--- src/rtl/bcrypt_output_collector.sv ---
// Collects one serial result packet from a bcrypt core, repacks it LSB-first
// into bytes and queues them in a 4-entry first-word fall-through FIFO.
module bcrypt_output_collector #(
    parameter int unsigned PKT_BITS = 286,
    parameter int unsigned TIMEOUT  = 63
) (
    input  logic       CLK,
    input  logic       rst_n,
    input  logic       core_empty,
    input  logic       core_dout,
    output logic       core_rd_en,
    input  logic       rd_en,
    output logic       empty,
    output logic [7:0] dout,
    output logic       dout_last,
    output logic       err_overflow,
    output logic       err_timeout
);

    localparam int TW = (TIMEOUT < 1) ? 1 : $clog2(TIMEOUT + 1);
    localparam logic [TW-1:0] TIMEOUT_C = TW'(TIMEOUT);
    localparam logic [8:0]    LAST_IDX  = 9'(PKT_BITS - 1);

    typedef enum logic [2:0] {
        IDLE,
        REQ,
        WAIT_START,
        RECV,
        WAIT_EMPTY
    } state_t;

    state_t        state;
    state_t        state_nxt;

    logic [TW-1:0] wait_cnt;
    logic [8:0]    bit_idx;
    logic [7:0]    asm_byte;
    logic [7:0]    asm_val;
    logic          is_last_bit;
    logic          byte_done;
    logic          push;
    logic          timeout_hit;

    logic [8:0]    mem [0:3];
    logic [8:0]    head;
    logic [1:0]    wr_ptr;
    logic [1:0]    rd_ptr;
    logic [2:0]    count;
    logic          full;
    logic          pop;
    logic          push_ok;
    logic          drop;

    always_ff @(posedge CLK) begin
        if (!rst_n) begin
            state <= IDLE;
        end else begin
            state <= state_nxt;
        end
    end

    always_comb begin
        state_nxt   = state;
        core_rd_en  = 1'b0;
        push        = 1'b0;
        timeout_hit = 1'b0;
        // The incoming bit lands at its final position, so a short final
        // byte keeps zeros in its unused upper bits.
        asm_val              = asm_byte;
        asm_val[bit_idx[2:0]] = core_dout;
        is_last_bit          = (bit_idx == LAST_IDX);
        byte_done            = (bit_idx[2:0] == 3'd7) || is_last_bit;

        case (state)
            IDLE: begin
                if (!core_empty && empty) begin
                    state_nxt = REQ;
                end
            end
            REQ: begin
                core_rd_en = 1'b1;
                state_nxt  = WAIT_START;
            end
            WAIT_START: begin
                if (core_dout) begin
                    state_nxt = RECV;
                end else if (wait_cnt == TIMEOUT_C) begin
                    state_nxt   = IDLE;
                    timeout_hit = 1'b1;
                end
            end
            RECV: begin
                push = byte_done;
                if (is_last_bit) begin
                    state_nxt = WAIT_EMPTY;
                end
            end
            WAIT_EMPTY: begin
                // Hold until the core drops its pending flag so the same
                // result is never requested twice.
                if (core_empty) begin
                    state_nxt = IDLE;
                end
            end
            default: state_nxt = IDLE;
        endcase
    end

    always_ff @(posedge CLK) begin
        if (!rst_n) begin
            wait_cnt <= '0;
            bit_idx  <= '0;
            asm_byte <= '0;
        end else begin
            wait_cnt <= (state == WAIT_START) ? wait_cnt + 1'b1 : '0;
            bit_idx  <= (state == RECV) ? bit_idx + 9'd1 : 9'd0;
            if (state == RECV) begin
                asm_byte <= byte_done ? 8'h00 : asm_val;
            end else begin
                asm_byte <= 8'h00;
            end
        end
    end

    // A full FIFO still accepts a push when the head leaves in the same cycle;
    // otherwise the byte is lost because the core cannot be stalled.
    assign full    = (count == 3'd4);
    assign empty   = (count == 3'd0);
    assign pop     = rd_en && !empty;
    assign push_ok = push && (!full || pop);
    assign drop    = push && full && !pop;

    always_ff @(posedge CLK) begin
        if (!rst_n) begin
            wr_ptr <= '0;
            rd_ptr <= '0;
            count  <= '0;
        end else begin
            if (push_ok) begin
                wr_ptr <= wr_ptr + 2'd1;
            end
            if (pop) begin
                rd_ptr <= rd_ptr + 2'd1;
            end
            count <= count + {2'b00, push_ok} - {2'b00, pop};
        end
    end

    always_ff @(posedge CLK) begin
        if (rst_n && push_ok) begin
            mem[wr_ptr] <= {is_last_bit, asm_val};
        end
    end

    always_ff @(posedge CLK) begin
        if (!rst_n) begin
            err_overflow <= 1'b0;
            err_timeout  <= 1'b0;
        end else begin
            if (drop) begin
                err_overflow <= 1'b1;
            end
            if (timeout_hit) begin
                err_timeout <= 1'b1;
            end
        end
    end

    assign head      = mem[rd_ptr];
    assign dout      = empty ? 8'h00 : head[7:0];
    assign dout_last = empty ? 1'b0 : head[8];

endmodule

--- config.mk ---
export PLATFORM = sky130hd
export DESIGN_NAME = bcrypt_output_collector
export DESIGN_NICKNAME = d
export VERILOG_FILES = /design/src/rtl/bcrypt_output_collector.sv
export SDC_FILE = /design/constraint.sdc
export NUM_CORES = 1
export LEC_CHECK = 0
export CAP_MARGIN = 15
export CORE_MARGIN = 1
export CORE_UTILIZATION = 30
export DETAILED_ROUTE_END_ITERATION = 7
export PLACE_DENSITY_LB_ADDON = 0.25
export SLEW_MARGIN = 10
export SYNTH_ARGS = -nofsm -noshare
export SYNTH_HDL_FRONTEND = slang
export SYNTH_SLANG_ARGS = --single-unit
--- constraint.sdc ---
create_clock -name CLK -period 6.08 [get_ports CLK]
set_input_delay 1.216 -clock CLK [delete_from_list [all_inputs] [get_ports CLK]]
set_output_delay 1.216 -clock CLK [all_outputs]
set_load 0.005 [all_outputs]
==> metrics.md <==
| Metric | Value |
|---|---|
| H-tree Lvls | `3` |
| Clock sinks | `73` |
| Synth top area share | `0.350` |
| Seq/Total Area, Yosys | `0.589` |
| Layout cells sized above 1 | `0.149` |
| Logic pwr share | `0.196` |
| Pre-antenna DRT Iters | `4` |
| Post-CTS setup buffers | `0` |
| Status | `completed` |
| Worst IR Drop VDD | `0.107 mV` |
| Core Area | `9860 um2` |
| Reg power frac | `0.496` |
| Tot GR Track Use | `0.105` |
| Mapped Area | `3090 um2` |
| Number of antenna diodes | `0` |
| Fin nets | `272` |
| Vias | `1748` |
| Area contributors post-synth | `edfxtp_1 (35%), dfxtp_1 (24%), mux4_2 (6.6%), nor2b_1 (4.7%), ha_1 (4.0%)` |
| Tmin final | `3.47 ns` |
| Site row count | `36` |
| Clock share of power | `0.308` |
| Synth cell types | `40` |
| RSZ-0062 raised after global routing | `false` |
| Setup TNS | `0 ns` |
| Post-synth top area cell | `edfxtp_1` |
| CTS buffer count | `9` |
| Maxcap violations | `0` |
| Slew HR | `0.537` |
| CTS clk-pin slew, worst paths | `0.09 ns` |
| Gr ovfl total | `0` |
| Max Used Layer | `met4` |
| Bufs on Longest Clock Path | `2` |
| Full die area | `10700 um2` |
| WS Path Type | `flop to output pin` |
| Net Sw Power | `326 uW` |
| Power per cell area | `323 nW/um2` |
| Die Y | `between 100 and 150 um` |
| Worst path required time | `4.86 ns` |
| Post-Syn Nets | `around 250` |
| Yosys warning count | `0` |
| Setup Skew | `~0.013 ns` |
| Met1 WL | `2520 um` |
| DR vias/cell | `4.44` |
| Final Setup Violations | `0` |
| Fin. Hold Viols | `0` |
| Startpoint type of the worst setup path | `flop` |
| DR WL met2 | `2440 um` |
| CTS tree | `built` |
| F_max | `0.288 GHz` |
| Post-CTS sizing | `0` |
| CP arrival | `2.25 ns` |
| Switching share of total power | `0.282` |
| Number of synthesized flops with an enable pin | `36` |
| Area grow syn2layout | `15.8%` |
| Vias in the first global route | `1759` |
| Routed length on met3 | `139 um` |
| Global-route wire length before repair | `8630 um` |
| Boundary pin count | `18` |
| Max-slew violations | `0` |
| Post-Synthesis Cells | `236` |
| Worst setup margin | `2.61 ns` |
| Worst-path fanout max | `9` |
| Top_reg_cell synth | `dfxtp_1` |
| Final period util | `0.570` |
| Routability cong. | `0.731` |
| WL/cell | `~13 um` |
| Internal | `830 uW` |
| Initial antenna violation count | `0` |
| Worst-Skew Late Latency | `about 0.35 ns` |
| Leak Pwr | `about 0.0012 uW` |
| CTS root buf | `clkbuf_8` |
| Die Width | `between 100 and 150 um` |
| Initial core utilization | `0.314` |
| Synthesized area per cell | `13.1 um2` |
| Largest net degree at the start of global routing | `21` |
| DP Worst Slack | `2.38 ns` |
| Port bufs | `17` |
| Hold WC Path Type | `flop to flop` |
| DP Wirelength | `3450 um` |
| Post-cts hold buffer count | `0` |
| DRT Wirelength | `5160 um` |
| FF+latch count, synth | `73` |
| CP Capture Type | `output pin` |
| Post-route ant nets | `0` |
| Asr flop ratio synth | `0` |
| DRC Markers | `0` |
| Iter 0 DRT Violations | `between 80 and 90` |
| Tightest Pin Transition | `0.692 ns` |
path summary, 6_finish.rpt:
path | startpoint | to | slack, ns | cells past startpoint
hold / removal | wait_cnt[0]$_SDFF_PN0_ | wait_cnt[0]$_SDFF_PN0_ | 0.47 | 1
setup / recovery | flop | dout[1] | 2.61 | 3
setup reg to reg | bit_idx[0]$_SDFF_PN0_ | count[2]$_SDFF_PN0_ | 3.23 | 12
hold reg to reg | wait_cnt[0]$_SDFF_PN0_ | wait_cnt[0]$_SDFF_PN0_ | 0.47 | 1
Yosys cell counts, drive strengths merged (8+ instances only):
| cell type | count |
|---|---|
| dfxtp | 37 |
| mux4 | 9 |
| ha | 10 |
| nand3 | 9 |
| nor2 | 14 |
| nand2 | 10 |
| inv | 9 |
| nor2b | 23 |
| edfxtp | 36 |
| and2 | 9 |
| mux2 | 8 |
flip-flops by register name, summed over array words and instances (netlist names), 2 cells and up, named ones only:
signal / count
rd_ptr: 2
mem: 36
wr_ptr: 2
asm_byte: 8
bit_idx: 9
state: 3
wait_cnt: 6
count: 3
cell usage in the layout, fill, tap and decap left out, types with 2 or more instances in the layout:
cell type / netlist / layout
inv_6: 0 / 3
xor2_1: 6 / 6
dfxtp_1: 37 / 37
nand3b_1: 4 / 4
and2_1: 9 / 9
ha_1: 10 / 10
o21ai_0: 3 / 3
nand3_1: 8 / 8
clkdlybuf4s50_1: 0 / 17
mux4_2: 9 / 9
mux2_2: 8 / 8
edfxtp_1: 36 / 36
and3_1: 3 / 3
or3_1: 4 / 4
clkbuf_8: 0 / 9
inv_1: 9 / 9
nand2_1: 10 / 10
a21oi_1: 4 / 4
nor2_1: 13 / 13
nor3b_1: 2 / 2
mux2i_1: 2 / 2
nor3_1: 6 / 6
clkinvlp_4: 0 / 2
xnor2_1: 5 / 5
nor2b_1: 23 / 23
power groups by stage:
stage	clock [uW]	combinational, uW	sequential [uW]
detailed placement	0	234	586
global placement	0	230	586
floorplan	0	163	557
CTS	369	234	575
global route	392	256	579
finish	357	227	573
per-layer routing:
layer,GRT usage,vias up
met5,0,-
met4,0.0373,0
met3,0.0371,7
met2,0.174,20
met1,0.125,839
li1,-,882
cell type report:
cell class / count / area (um2)
clock buffer: 9 / 124
clock inverter: 7 / 61.3
fill: 944 / 6280
inverter: 9 / 33.8
multi-input combinational: 145 / 1200
sequential: 73 / 1820
tap: 133 / 166
timing repair buffer: 18 / 178
cell families (layout without fill, tap and decap cells):
family,Yosys count,in the layout,synth area share
simple gates,90,90,0.172
flops,73,73,0.589
mux,19,19,0.101
buf+inv,18,43,0.0243
compound gates,14,14,0.0356
fa+ha+maj,11,11,0.0469
xor+xnor,11,11,0.0311
worst max-delay path, stage by stage, from the launching register on:
cell and delay, ns:
dfxtp_1 0.73, mux4_2 0.59, nor2b_1 0.15, clkdlybuf4s50_1 0.44
through the flow:
stage          hold WS (ns)  std cells  power (uW)  utilization  instance area, um2
6_report              0.471        394        1160        0.363                3580
3_3_place_gp          0.446        378         817        0.344                3400
4_1_cts               0.475        394        1180        0.363                3580
3_5_place_dp          0.455        378         820        0.344                3400
5_1_grt               0.499        394        1230        0.363                3580
2_1_floorplan         0.430        236         721            -                3090
(Power assumes the default switching activity.)
